==> config.mk <==
export PLATFORM = sky130hd
export DESIGN_NAME = mem_arbiter
export DESIGN_NICKNAME = d
export VERILOG_FILES = /design/src/rtl/mem_arbiter.sv
export SDC_FILE = /design/constraint.sdc
export NUM_CORES = 1
export LEC_CHECK = 0
export ABC_AREA = 1
export CAP_MARGIN = 20
export CELL_PAD_IN_SITES_DETAIL_PLACEMENT = 0
export CELL_PAD_IN_SITES_GLOBAL_PLACEMENT = 1
export CORE_ASPECT_RATIO = 0.6
export CORE_UTILIZATION = 30
export CTS_CLUSTER_DIAMETER = 30
export DETAILED_ROUTE_END_ITERATION = 7
export GPL_TIMING_DRIVEN = 0
export PLACE_DENSITY = 0.86
export SYNTH_ARGS = -nofsm -noshare
export SYNTH_HDL_FRONTEND = slang
export SYNTH_SLANG_ARGS = --single-unit
==> constraint.sdc <==
create_clock -name clk -period 3.9 [get_ports clk]
set_input_delay 0.585 -clock clk [delete_from_list [all_inputs] [get_ports clk]]
set_output_delay 0.585 -clock clk [all_outputs]
set_load 0.05 [all_outputs]
==> src/rtl/mem_arbiter.sv <==
`default_nettype none
// ============================================================================
//  Module   : mem_arbiter
//  Purpose  : Shares one single-ported memory between the instruction-fetch
//             port (read only) and the data port (read/write). One request is
//             latched at a time. Address, data and strobes are held for
//             LATENCY cycles, then a one-cycle ack is returned with the
//             registered read data. Ties alternate round-robin.
//  Ports    : clk, reset             - clock, synchronous active-high reset
//             i_req/i_addr           - instruction read request and address
//             i_rdata/i_ack          - instruction read result and done pulse
//             d_req/d_we/d_addr/
//             d_wdata                - data request, write enable, address, data
//             d_rdata/d_ack          - data read result and done pulse
//             mem_addr/mem_wdata/
//             mem_read/mem_write     - registered memory request side
//             mem_rdata              - memory read data
//  Revision : 1.0 - initial release
// ============================================================================
module mem_arbiter #(
   parameter int WIDTH   = 32,
   parameter int LATENCY = 4
) (
   input  logic             clk,
   input  logic             reset,
   input  logic             i_req,
   input  logic [31:0]      i_addr,
   output logic [WIDTH-1:0] i_rdata,
   output logic             i_ack,
   input  logic             d_req,
   input  logic             d_we,
   input  logic [31:0]      d_addr,
   input  logic [WIDTH-1:0] d_wdata,
   output logic [WIDTH-1:0] d_rdata,
   output logic             d_ack,
   output logic [31:0]      mem_addr,
   output logic [WIDTH-1:0] mem_wdata,
   input  logic [WIDTH-1:0] mem_rdata,
   output logic             mem_read,
   output logic             mem_write
);

   localparam int CW = $clog2(LATENCY) + 1;

   typedef enum logic [1:0] {
      S_IDLE   = 2'd0,
      S_BUSY_I = 2'd1,
      S_BUSY_D = 2'd2
   } state_t;

   state_t          r_state;
   logic [CW-1:0]   r_cnt;
   logic            r_last;   // last granted port: 0 = I, 1 = D
   logic            r_we;     // latched write enable of the access in flight

   logic            w_i_elig;
   logic            w_d_elig;
   logic            w_grant_d;
   logic            w_grant_i;

   // A port whose ack is high this cycle is still holding the request it was
   // just served for, so it must not be granted again on that edge.
   assign w_i_elig  = i_req & ~i_ack;
   assign w_d_elig  = d_req & ~d_ack;
   assign w_grant_d = w_d_elig & (~w_i_elig | ~r_last);
   assign w_grant_i = w_i_elig & ~w_grant_d;

   always_ff @(posedge clk) begin
      if (reset) begin
         r_state   <= S_IDLE;
         r_cnt     <= '0;
         r_last    <= 1'b0;
         r_we      <= 1'b0;
         i_rdata   <= '0;
         d_rdata   <= '0;
         i_ack     <= 1'b0;
         d_ack     <= 1'b0;
         mem_addr  <= '0;
         mem_wdata <= '0;
         mem_read  <= 1'b0;
         mem_write <= 1'b0;
      end else begin
         i_ack <= 1'b0;
         d_ack <= 1'b0;
         case (r_state)
            S_IDLE: begin
               if (w_grant_d) begin
                  mem_addr  <= d_addr;
                  mem_wdata <= d_wdata;
                  r_we      <= d_we;
                  mem_write <= d_we;
                  mem_read  <= ~d_we;
                  r_cnt     <= CW'(LATENCY - 1);
                  r_last    <= 1'b1;
                  r_state   <= S_BUSY_D;
               end else if (w_grant_i) begin
                  mem_addr  <= i_addr;
                  mem_wdata <= d_wdata;
                  r_we      <= 1'b0;
                  mem_write <= 1'b0;
                  mem_read  <= 1'b1;
                  r_cnt     <= CW'(LATENCY - 1);
                  r_last    <= 1'b0;
                  r_state   <= S_BUSY_I;
               end
            end
            S_BUSY_I, S_BUSY_D: begin
               if (r_cnt != '0) begin
                  r_cnt <= r_cnt - 1'b1;
               end else begin
                  // Final strobe cycle: memory data is valid at this edge.
                  mem_read  <= 1'b0;
                  mem_write <= 1'b0;
                  r_state   <= S_IDLE;
                  if (r_state == S_BUSY_I) begin
                     i_rdata <= mem_rdata;
                     i_ack   <= 1'b1;
                  end else begin
                     if (!r_we) begin
                        d_rdata <= mem_rdata;
                     end
                     d_ack <= 1'b1;
                  end
               end
            end
            default: r_state <= S_IDLE;
         endcase
      end
   end

endmodule
`default_nettype wire

==> impl_metrics.yaml <==
synthesis:
  postSynthAreaPerCell_um2: 7.297
  syn-num-nets: 918
  yosys-top-cells-area: "dfxtp_1 (49%), a21oi_1 (9.2%), nand3_1 (9.1%)"
  synth_area_um2: 5699
  yosys_warnings: 0
  seq_area_frac_synth: 0.4883
  yosysTopAreaCell: "dfxtp_1"
  synth_top_area_frac: 0.4883
  yosysMostFrequentCell: "dfxtp_1"
  synth.distinct_cells: 21
  async_reset_ff_frac: 0
  syn_inst: 781
  synth_flop_cell: "dfxtp_1"
  synthTopCellsByCount: "dfxtp_1 (139), nand2_1 (123), inv_1 (106)"
  synth-edff-count: 0
  ys_ff_latch: 139
critical_path:
  crit_fanout: 2
  worstPathRequired_ns: 3.31
  cpMaxStageDelayCell: "clkdlybuf4s50_1"
  crit_type: "flip-flop to primary output"
  cp_top_family: "buffers and inverters"
  ff2ff_setup_slack_ns: 2.08
  cp_data_arrival_time_ns: 1.61
  crit_cells: 1
  reg2regPathDepth: 6
  critical_path.max_stage_delay_ns: 0.83
  setup.worst_path.start_class: "flip-flop"
  crit_path_end_kind: "primary output"
  path_cells: "clkdlybuf4s50_1"
  path_buf_inv: 1
routing:
  avgViaCountPerCell: 4.489
  routed_wl_mm: 19.86
  drtIter0Drc: 394
  wl_per_cell_um: 15.09
  ant_nets: 0
  vias: 5907
  drc: 16
  first_pass_iters: 8
timing:
  relSlewSlack: 0.5647
  setup_tns_ns: 0
  skew_ns: 0.005941
  post-route-period-util: 0.5637
  worst_pin_slew_ns: 0.6529
  setup_viol: 0
  layout_min_cycle_time_ns: 2.198
  drv_slew: 0
  clock.fmax_mhz: 454.9
  rsz0062_at_grt: "false"
  hold_violations: 0
global_route:
  grt_max_degree: 17
  antenna_found_initial: 0
  grt_overflow: 0
  grt_pass1_vias: 5712
  track_usage: 0.2060
  grt_pass1_wl_mm: 31.11
flow_run:
  max-cap-violations: 0
clock_tree:
  cts-resized-gates: 0
  post_cts_buffers: 0
  clkSinkCount: 139
  cts-root-buf: "clkbuf_16"
  cts_made_buffers: 17
  cts-htree-levels: 4
  cts_tree: "done"
  insertion_delay_ns: 0.41
  clk_pin_slew_ns: 0.06
  hold_buffers: 0
  clockBufferDepth: 2
final_layout:
  regArea_um2: 2783
  diodes: 0
  multiInputGateArea_um2: 2200
  final_nets: 1201
  fillCellCount: 1819
  layout.cells.non_filler: 1316
  drive_gt1_frac: 0.06413
  synthToLayoutAreaGrowth_pct: 62.17
placed_design:
  dp_hpwl_mm: 14.98
  place_inst: 1285
  port_buffers: 264
  place.gp.congestion: 0.8282
floorplanning:
  start_util: 0.3105
  chipHeight_um: 108.8
  fp-row-count: 38
  die_x_um: 179.9
  ios: 265
  design.core.area_um2: 18350
  dieArea_um2: 19570
power_and_ir_drop:
  cellLeakagePower_uw: 0.003808
  vdd_drop_max_uv: 379.1
  p_per_area_nw_per_um2: 784.0
worst_hold_path:
  min_path_type: "flip-flop to flip-flop"
  min_path_cells: 2
status:
  violations: "design-rule violations"
  outcome: "finished with violations"
-- report_power, final --
part | switching [uW] | internal (uW) | leakage [uW]
logic | 2390 | 1170 | 0.00237
registers | 201 | 1800 | 0.00114
clock network | 598 | 1080 | 0.000291
total | 3190 | 4050 | 0.00381
-- per-layer routing --
layer | GRT usage | routed length [um] | up-vias
met3 | 0.07281 | 1759 | 9
met5 | 0 | 0 | -
met1 | 0.2767 | 9713 | 2643
met4 | 0.05357 | 121 | 0
met2 | 0.3127 | 8265 | 196
li1 | - | - | 3059
-- worst paths after layout --
| check | startpoint | end |
|---|---|---|
| worst max-delay path | d_rdata[27]$_SDFFE_PP0P_ | d_rdata[27] |
| worst min-delay path | d_rdata[6]$_SDFFE_PP0P_ | d_rdata[6]$_SDFFE_PP0P_ |
| worst max register to register | r_state[0]$_SDFFE_PP0P_ | d_rdata[25]$_SDFFE_PP0P_ |
| worst min register to register | d_rdata[6]$_SDFFE_PP0P_ | d_rdata[6]$_SDFFE_PP0P_ |
-- logic make-up (layout without fill, tap and decap cells) --
logic type	Yosys count	after routing	share of synthesized area
compound gates	171	171	0.1508
simple gates	301	301	0.2263
buf+inv	166	461	0.1258
flops	139	139	0.4883
fa+ha+maj	4	4	0.008782
-- sequential cells by signal, summed over array words and instances, names as in the netlist --
signal     flops
r_cnt          3
mem_write      1
r_state        2
i_rdata       32
mem_addr      32
r_last         1
i_ack          1
d_ack          1
r_we           1
mem_read       1
mem_wdata     32
d_rdata       32
-- stage by stage --
stage	utilization	setup slack (ns)	cell area [um^2]	hold slack, ns	total power, uW
after floorplan	-	2.403	5699	0.4400	4360
after global placement	0.4709	1.567	8642	0.4318	5583
after detailed placement	0.4709	1.493	8642	0.4345	5606
after CTS	0.5036	1.665	9243	0.4437	7321
after global routing	0.5036	1.647	9243	0.4557	7678
final	0.5036	1.702	9243	0.4408	7246
-- tightest hold or removal path, cell delays in order, from the launching register on --
cell and delay [ns]:
dfxtp_1 0.30, inv_1 0.04, a21oi_1 0.05
-- cell usage in the layout (no fill, tap or decap) --
master	instances
a21oi_1	105
buf_4	4
nand2_1	123
ha_1	4
buf_2	21
clkinvlp_4	1
o21ai_0	54
nor2_2	1
nor3_1	2
nand2_2	2
buf_1	6
nand3_1	104
clkdlybuf4s50_1	264
nand3_2	1
o21ai_1	11
clkbuf_16	17
clkinv_2	3
clkbuf_1	22
dfxtp_1	139
a21oi_2	1
nor2_1	67
inv_1	106
nand3_4	1
clkbuf_8	1
bufinv_16	4
inv_2	5
buf_6	7
-- area by class of cell --
cell class,count,share of cell area
Tap cell,240,0.03249
Multi-Input combinational cell,476,0.2380
Clock buffer,23,0.04955
Buffer,55,0.03249
Inverter,111,0.04508
Clock inverter,8,0.01543
Timing Repair Buffer,264,0.2859
Sequential cell,139,0.3011
No activity file was read; power rests on OpenSTA's default activity.
